### config.mk
export PLATFORM = sky130hd
export DESIGN_NAME = sd_photo_seq_reader
export DESIGN_NICKNAME = d
export VERILOG_FILES = /design/src/rtl/sd_photo_pkg.sv /design/src/rtl/sd_photo_dwell_timer.sv /design/src/rtl/sd_photo_seq_reader.sv
export SDC_FILE = /design/constraint.sdc
export NUM_CORES = 1
export LEC_CHECK = 0
export ABC_AREA = 1
export BUFFER_PORTS_ARGS = -buffer_cell sky130_fd_sc_hd__buf_2
export CELL_PAD_IN_SITES_DETAIL_PLACEMENT = 1
export CELL_PAD_IN_SITES_GLOBAL_PLACEMENT = 2
export CORE_UTILIZATION = 30
export CTS_CLUSTER_DIAMETER = 40
export DETAILED_ROUTE_END_ITERATION = 8
export GPL_TIMING_DRIVEN = 1
export PLACE_DENSITY_LB_ADDON = 0.3
export SETUP_SLACK_MARGIN = 0.02
export SYNTH_ARGS = -nofsm -noshare
export SYNTH_HDL_FRONTEND = slang
export SYNTH_SLANG_ARGS = --single-unit
### constraint.sdc
create_clock -name clk -period 2.4 [get_ports clk]
set_input_delay 0.48 -clock clk [delete_from_list [all_inputs] [get_ports clk]]
set_output_delay 0.48 -clock clk [all_outputs]
set_load 0.05 [all_outputs]
### src/rtl/sd_photo_pkg.sv
// Shared state encoding and compile-time sizing helpers for the SD photo sequence reader.
package sd_photo_pkg;

    localparam int unsigned SEC_BYTES = 512;

    typedef enum logic [2:0] {
        S_IDLE   = 3'd0,
        S_LOAD   = 3'd1,
        S_ISSUE  = 3'd2,
        S_WAIT_H = 3'd3,
        S_WAIT_L = 3'd4,
        S_NEXT   = 3'd5,
        S_DWELL  = 3'd6
    } state_t;

    function automatic int unsigned f_clog2(input int unsigned n);
        int unsigned r;
        r = 0;
        for (int i = 0; i < 32; i++) begin
            if ((64'd1 << r) < 64'(n)) r = r + 1;
        end
        return r;
    endfunction

    // Index width never collapses to zero, even for a single stored photo.
    function automatic int unsigned f_idx_w(input int unsigned n);
        return (n <= 2) ? 1 : f_clog2(n);
    endfunction

    function automatic int unsigned f_sec_per_photo(input int unsigned h, input int unsigned v,
                                                    input int unsigned b);
        logic [31:0] bytes;
        bytes = 32'(h * v * b);
        return (bytes + SEC_BYTES - 1) / SEC_BYTES;
    endfunction

endpackage

### src/rtl/sd_photo_dwell_timer.sv
// Loadable down-counter; done is high whenever the count has reached zero.
module sd_photo_dwell_timer #(
    parameter int unsigned W = 32
) (
    input  logic         clk,
    input  logic         rst,
    input  logic         load,
    input  logic [W-1:0] load_val,
    output logic         done
);

    logic [W-1:0] cnt_q, cnt_d;

    always_comb begin
        cnt_d = cnt_q;
        if (load)
            cnt_d = load_val;
        else if (cnt_q != '0)
            cnt_d = cnt_q - W'(1);
    end

    always_ff @(posedge clk or posedge rst) begin
        if (rst) cnt_q <= '0;
        else     cnt_q <= cnt_d;
    end

    assign done = (cnt_q == '0);

endmodule

### src/rtl/sd_photo_seq_reader.sv
// Sequences SD sector reads for one photo or a looping slideshow of PHOTO_NUM photos.
// Optional rd_busy watchdog with retry counter: define SD_PHOTO_TIMEOUT_EN.
//   state    | meaning
//   IDLE     | waiting for start
//   LOAD     | frame_start, compute first sector of cur_photo
//   ISSUE    | one-cycle rd_start_en
//   WAIT_H   | waiting for controller to raise rd_busy
//   WAIT_L   | waiting for the sector read to finish
//   NEXT     | advance sector or finish photo (frame_done)
//   DWELL    | slideshow gap before the next photo
module sd_photo_seq_reader
    import sd_photo_pkg::*;
#(
    parameter int unsigned PHOTO_H     = 800,
    parameter int unsigned PHOTO_V     = 480,
    parameter int unsigned BPP_BYTES   = 2,
    parameter int unsigned PHOTO_NUM   = 4,
    parameter logic [31:0] BASE_SEC    = 32'd16640,
    parameter logic [31:0] STRIDE_SEC  = 32'd2048,
    parameter int unsigned DWELL_CYC   = 50_000_000,
    parameter int unsigned TIMEOUT_CYC = 1_000_000,
    localparam int unsigned IDX_W      = f_idx_w(PHOTO_NUM)
) (
    input  logic             clk,
    input  logic             rst,
    input  logic             start,
    input  logic             mode,
    input  logic [IDX_W-1:0] photo_sel,
    input  logic             rd_busy,
    output logic             rd_start_en,
    output logic [31:0]      rd_sec_addr,
    output logic             frame_start,
    output logic             frame_done,
    output logic [IDX_W-1:0] cur_photo,
    output logic             busy
`ifdef SD_PHOTO_TIMEOUT_EN
    ,
    output logic [7:0]       to_cnt
`endif
);

    localparam int unsigned SEC_PER_PHOTO = f_sec_per_photo(PHOTO_H, PHOTO_V, BPP_BYTES);
    localparam int unsigned SC_W          = f_clog2(SEC_PER_PHOTO) + 1;
    // One timer serves both the dwell gap and the watchdog, so size it for the longer one.
    localparam int unsigned TMR_MAX       = (DWELL_CYC > TIMEOUT_CYC) ? DWELL_CYC : TIMEOUT_CYC;
    localparam int unsigned TMR_W         = f_clog2(TMR_MAX) + 1;
    localparam logic [SC_W-1:0]  SEC_LAST   = SC_W'(SEC_PER_PHOTO - 1);
    localparam logic [TMR_W-1:0] DWELL_LOAD = TMR_W'(DWELL_CYC - 1);

    state_t           state_q, state_d;
    logic             mode_r_q, mode_r_d;
    logic [IDX_W-1:0] cur_photo_q, cur_photo_d;
    logic [SC_W-1:0]  sec_cnt_q, sec_cnt_d;
    logic [31:0]      addr_q, addr_d;
    logic [IDX_W-1:0] sel_clamped;
    logic [IDX_W-1:0] photo_next;
    logic             tmr_load;
    logic [TMR_W-1:0] tmr_val;
    logic             tmr_done;
`ifdef SD_PHOTO_TIMEOUT_EN
    localparam logic [TMR_W-1:0] TO_LOAD = TMR_W'(TIMEOUT_CYC - 1);
    logic [7:0]       to_cnt_q, to_cnt_d;
`endif

    assign sel_clamped = (32'(photo_sel) > PHOTO_NUM - 1) ? IDX_W'(PHOTO_NUM - 1) : photo_sel;
    assign photo_next  = (32'(cur_photo_q) == PHOTO_NUM - 1) ? '0 : cur_photo_q + IDX_W'(1);

    sd_photo_dwell_timer #(.W(TMR_W)) u_timer (
        .clk      (clk),
        .rst      (rst),
        .load     (tmr_load),
        .load_val (tmr_val),
        .done     (tmr_done)
    );

    always_comb begin
        state_d     = state_q;
        mode_r_d    = mode_r_q;
        cur_photo_d = cur_photo_q;
        sec_cnt_d   = sec_cnt_q;
        addr_d      = addr_q;
        tmr_load    = 1'b0;
        tmr_val     = DWELL_LOAD;
        rd_start_en = 1'b0;
        frame_start = 1'b0;
        frame_done  = 1'b0;
`ifdef SD_PHOTO_TIMEOUT_EN
        to_cnt_d    = to_cnt_q;
`endif
        case (state_q)
            S_IDLE: begin
                if (start) begin
                    mode_r_d    = mode;
                    cur_photo_d = mode ? '0 : sel_clamped;
                    state_d     = S_LOAD;
                end
            end
            S_LOAD: begin
                frame_start = 1'b1;
                sec_cnt_d   = '0;
                addr_d      = BASE_SEC + 32'(cur_photo_q) * STRIDE_SEC;
                state_d     = S_ISSUE;
            end
            S_ISSUE: begin
                rd_start_en = 1'b1;
                state_d     = S_WAIT_H;
`ifdef SD_PHOTO_TIMEOUT_EN
                tmr_load    = 1'b1;
                tmr_val     = TO_LOAD;
`endif
            end
            S_WAIT_H: begin
                if (rd_busy) begin
                    state_d = S_WAIT_L;
                end
`ifdef SD_PHOTO_TIMEOUT_EN
                else if (tmr_done) begin
                    state_d = S_ISSUE;
                    if (to_cnt_q != 8'hFF) to_cnt_d = to_cnt_q + 8'd1;
                end
`endif
            end
            S_WAIT_L: begin
                if (!rd_busy) state_d = S_NEXT;
            end
            S_NEXT: begin
                if (sec_cnt_q != SEC_LAST) begin
                    sec_cnt_d = sec_cnt_q + SC_W'(1);
                    addr_d    = addr_q + 32'd1;
                    state_d   = S_ISSUE;
                end else begin
                    frame_done = 1'b1;
                    // Dropping mode mid-slideshow ends the loop once this photo is complete.
                    if (!mode_r_q || !mode) begin
                        state_d = S_IDLE;
                    end else begin
                        state_d  = S_DWELL;
                        tmr_load = 1'b1;
                    end
                end
            end
            S_DWELL: begin
                if (tmr_done) begin
                    cur_photo_d = photo_next;
                    state_d     = S_LOAD;
                end
            end
            default: state_d = S_IDLE;
        endcase
    end

    always_ff @(posedge clk or posedge rst) begin
        if (rst) begin
            state_q     <= S_IDLE;
            mode_r_q    <= 1'b0;
            cur_photo_q <= '0;
            sec_cnt_q   <= '0;
            addr_q      <= '0;
        end else begin
            state_q     <= state_d;
            mode_r_q    <= mode_r_d;
            cur_photo_q <= cur_photo_d;
            sec_cnt_q   <= sec_cnt_d;
            addr_q      <= addr_d;
        end
    end

`ifdef SD_PHOTO_TIMEOUT_EN
    always_ff @(posedge clk or posedge rst) begin
        if (rst) to_cnt_q <= '0;
        else     to_cnt_q <= to_cnt_d;
    end
    assign to_cnt = to_cnt_q;
`endif

    assign rd_sec_addr = addr_q;
    assign cur_photo   = cur_photo_q;
    assign busy        = (state_q != S_IDLE);

endmodule

# Word-level counts from Yosys, hierarchy flattened
# Cells that the tools add are included.
[word_totals] regBits=77 input_bits=7 output_inout_bits=38 word_cells=63
[op_classes] addsub=5 eq_ne=13 n_mux=25 reduce_logical=14
[op_table] cell="$pmux 32 s2" n=1
[op_table] cell="$mux 27" n=2
[op_table] cell="$add 32x1->32 const B" n=1
[op_table] cell="$mux 32" n=1
[op_table] cell="$logic_not 27->1" n=1
[op_table] cell="$reduce_bool 27->1" n=1
[op_table] cell="$sub 27x1->27 const B" n=1
[op_table] cell="$pmux 12 s2" n=1
[op_table] cell="$pmux 3 s7" n=1
[op_table] cell="$mux 3" n=6
[op_table] cell="$add 15x13->16 const A" n=1
[op_table] cell="$add 12x1->12 const B" n=1
[op_table] cell="$mux 12" n=1
[op_table] cell="$ne 12x11->1 const B" n=1
[op_table] cell="$ne 2x2->1 const B" n=5
[op_table] cell="$eq 3x3->1 const B" n=3
[op_table] cell="$mux 2" n=4
[op_table] cell="$mux 1" n=7
[op_table] cell="$eq 3x2->1 const B" n=2
[op_table] cell="$reduce_bool 2->1" n=3
[op_table] cell="$pmux 2 s2" n=1
[op_table] cell="$reduce_and 2->1" n=2
[op_table] cell="$reduce_and 4->1" n=1
[op_table] cell="$eq 3x1->1 const B" n=1
[op_table] cell="other kinds (7)" n=8

# Depth between registers and ports, before layout
[logic_depth] depth_word=6 ltp_mapped=12 depth_no_buf=11

# Cells and area by module
# Synthesis repeated with hierarchy kept, for this count alone.
[unflattened] cells_unflattened=790 area_unflattened_um2=5151.2
[modules_own_cells] mod="sd_photo_seq_reader" instances=1 cells_each=494 area_each_um2=3255.6 seq_area_each_um2=1251.2
[modules_own_cells] mod="sd_photo_dwell_timer" instances=1 cells_each=296 area_each_um2=1895.6 seq_area_each_um2=675.6

# Worst setup path before layout
# No wires, ideal clock.
[synth_path] path_kind="flip-flop to flip-flop" start="register sec_cnt_q[0]" end="register u_timer.cnt_q[0]" setup_time_ps=69 arrival_ps=2207 t_required_ps=2331 setup_slack_ps=124 stages_incl_launch_ff=10 path_buffers=2 synth_period_minus_slack_ps=2276 path_cell_list="dfrtp_1 ha_1 buf_2 nand2_1 nor2_1 nand3_1 nor2_1 nand2_1 buf_2 nand3_1"
[synth_between] elab_chain_cells=4 word_cells_on_any_way=5 cone_classes="eq/ne (1); mux (3); reduce/logical (1)"
[synth_lines] element="start, declared" line_no="sd_photo_seq_reader.sv:53" source="logic [SC_W-1:0] sec_cnt_q, sec_cnt_d;"
[synth_lines] element="start signal, assigned" line_no="sd_photo_seq_reader.sv:163" source="sec_cnt_q <= sec_cnt_d;"
[synth_lines] element="$ne 12x11->1 (*)" line_no="sd_photo_seq_reader.sv:127" source="if (sec_cnt_q != SEC_LAST) begin"
[synth_lines] element="$mux 1 (*)" line_no="sd_photo_seq_reader.sv:127"
[synth_lines] element="$mux 1 (*)" line_no="sd_photo_seq_reader.sv:90" source="case (state_q)"
[synth_lines] element="$mux 27 / $reduce_bool 2->1 (equally long branches)"
[synth_lines] element="end signal, assigned" line_no="sd_photo_dwell_timer.sv:24" source="else cnt_q <= cnt_d;"
[synth_lines] element="end, declared" line_no="sd_photo_dwell_timer.sv:12" source="logic [W-1:0] cnt_q, cnt_d;"
# Every way passes the cells marked *; elsewhere a longest branch is shown, timed or not.
# A chain may end at the register's enable or synchronous reset.

# Worst setup path after layout
[layout_path] start="register sec_cnt_q[0]" end="output frame_done"
[layout_between] elab_chain_cells=3
[layout_lines] element="$ne 12x11->1" line_no="sd_photo_seq_reader.sv:127"
[layout_lines] element="$mux 1" line_no="sd_photo_seq_reader.sv:127"
[layout_lines] element="$mux 1" line_no="sd_photo_seq_reader.sv:90"
[layout_lines] element="end, declared" line_no="sd_photo_seq_reader.sv:33" source="output logic frame_done,"
# No other way between the ends.

==> flow_summary.ini <==
[timing]
finalHoldWorstSlack_ns = 0.262
tns_ns = 0
tightest_slew_ns = 0.611
drv_slew = 0
timing_hold_violations_final = 0
rsz0062_at_grt = false
fin_ws_ns = 0.199
setup_viol = 0
relSlewSlack_pct = 59.1
fin_crit_sh_pct = 91.7
finClkSkew_ns = 0.0116
max_freq_mhz = 454
fin_crit_ns = 2.20

[critical_path]
end_kind = output pin
critPathMostFrequentCell = nor2_1
arrival_ns = 1.72
critPathLaunchType = flop
r2r_cells = 9
worst-setup-path-type = reg -> out
slowest_stage = dfrtp_1
slowest_delay_ns = 0.39
crit_chain = ha_2, nand2_1, nor2_1, nand3_1, nor2_1, buf_4
cp.required_ns = 1.92
critical_path.max_fanout = 8

[placed_design]
gp_congestion = 0.838
io_buffers = 44
dp_cells = 1012
pre_cts_slack_ns = 0.404
hpwl_um = 12500

[yosys]
yosys-top-cells-count = nand2_1 (245), nor2_1 (128), nand3_1 (84)
yosys.area.top_type = dfrtp_1
yosysWarnings = 0
synthCells = 752
netlist-cell-type-count = 31
ys_async_sr_fraction_pct = 100
syn_nets = 763
synth_edf_count = 0
synth-seq-area-share_pct = 38.9
netlist_area_um2 = 4960
syn-mean-instance-area_um2 = 6.59
synth.top_cell.area_share_pct = 38.9
ys_top_cells_by_area = dfrtp_1 (39%), nand2_1 (19%), nor2_1 (9.7%)
ys_ff_latch = 77
yosys.cell_count.top_type = nand2_1
synth_flop_cell = dfrtp_1

[global_route]
first_global_vias = 5300
grt_usage_pct = 21.0
overflow = 0
use_met1_pct = 28.2
grt_pass1_wl_um = 27500
grt_busiest_layer = met2
grt_max_degree = 78
grtUsageMet2_pct = 35.3
antenna_found_initial = 0
gr-usage-met3_pct = 3.58

[job]
maxCapViolCount = 0

[floorplan]
std_cell_rows = 46
core_um2 = 16000
pin_count = 45
start_util_pct = 31.0
die_w_um = 131
die_h_um = 131
die_area_um2 = 17000

[pwr]
vdd_drop_max_v = 0.000452
p_total_uw = 4380
power_density_nw_per_um2 = 752
leakage_uw = 0.00276

[detailed_routing]
drc = 0
vias = 5124
viasPerCell = 4.98
wire_per_inst_um = 16.2
drtIter0Drc = 245
wl_um = 16700
dr.pass1.iters = 4
ant_nets = 0

[layout]
fill_cells = 2139
num_antenna_cells = 0
final_cells = 1028
fin_nets = 818
synthToLayoutAreaGrowth_pct = 17.4
drive_above_1_share_pct = 11.1

[clocking]
cts-root-buf = clkbuf_16
clock_latency_ns = 0.35
cts_buffer_depth = 2
numCtsBuffers = 9
cts.clk_slew.worst_paths_ns = 0.06
cts-htree-levels = 3
cts_tree = built
clock_sinks = 77

[outcome]
outcome = completed

[min_path]
hp-class = in -> async
## cells in the final DEF (no fill, tap or decap), types with 3 or more instances in the layout
| cell | instances |
|---|---|
| a21oi_1 | 9 |
| buf_2 | 43 |
| buf_4 | 15 |
| bufinv_16 | 3 |
| clkbuf_16 | 9 |
| dfrtp_1 | 77 |
| ha_1 | 3 |
| inv_1 | 79 |
| inv_2 | 5 |
| nand2_1 | 245 |
| nand2_4 | 3 |
| nand3_1 | 84 |
| nand4_1 | 32 |
| nor2_1 | 128 |
| nor3_1 | 12 |
| o211ai_1 | 4 |
| o21ai_0 | 21 |
| o21ai_1 | 5 |
| o21bai_1 | 8 |
| xor2_1 | 7 |
## worst max-delay path, delay by kind of cell, from the launching register on
kind / cells / cell delay, ns
and+or+nand+nor: 4 / 0.48
DFF: 1 / 0.39
adders and majority gates: 1 / 0.28
buffers and inverters: 1 / 0.23
## stage by stage
stage               area (um2)  utilization, %
floorplan                 4960               -
global route              5820            36.4
CTS                       5810            36.3
global placement          5470            34.2
detailed placement        5470            34.2
finish                    5820            36.4
## sequential cells by signal, summed over array words and instances, names as in the netlist
name,cells
sec_cnt_q,12
u_timer.cnt_q,27
mode_r_q,1
rd_sec_addr,32
state_q,3
cur_photo,2
## layer usage
layer,part of all wire [%],wire (um)
met1,49,8170
met2,47,7800
met3,3.1,518
met4,1.1,183
met5,0,0
## cell families (layout without fill, tap and decap cells)
logic type	after synthesis	in the layout	share of synthesized area, %
AOI/OAI and AO/OA	50	50	5.91
and+or+nand+nor	512	512	44.2
DFF	77	77	38.9
buffers and inverters	101	161	8.63
xor gates and xnor gates	8	8	1.41
adders and majority gates	4	4	1.01
## power by group
| group | total, uW | internal [uW] | switching [uW] |
|---|---|---|---|
| clock | 1610 | 1020 | 593 |
| sequential | 1570 | 1400 | 170 |
| combinational | 1200 | 287 | 910 |
| total | 4380 | 2700 | 1670 |
## final timing paths
check,startpoint,to,slack (ns)
max,sec_cnt_q[0]$_DFFE_PP0P_,frame_done,0.20
min,rst,u_timer.cnt_q[22]$_DFFE_PP0P_,0.26
max reg2reg,sec_cnt_q[0]$_DFFE_PP0P_,state_q[2]$_DFFE_PP0P_,0.48
min reg2reg,u_timer.cnt_q[0]$_DFFE_PP0P_,u_timer.cnt_q[0]$_DFFE_PP0P_,0.49
max in group asynchronous,rst,rd_sec_addr[19]$_DFFE_PP0P_,1.79
min in group clk,rd_busy,state_q[0]$_DFFE_PP0P_,0.44
## cell type report
class                   count  area (um2)  area share (%)
clock buffers              10         229            3.94
flip-flops and latches     77        1930            33.1
well taps                 216         270            4.65
repair buffers             59         348            5.98
clock inverters             6         111            1.91
inverters                  86         329            5.66
multi-input cells         574        2600            44.8
## timing repair
item,CTS,global route
endpoints found under the setup margin,0,1
gates resized for setup,0,3
hold buffers,0,0
setup buffers,0,0
Note: power is estimated with default switching activity, not from simulation.
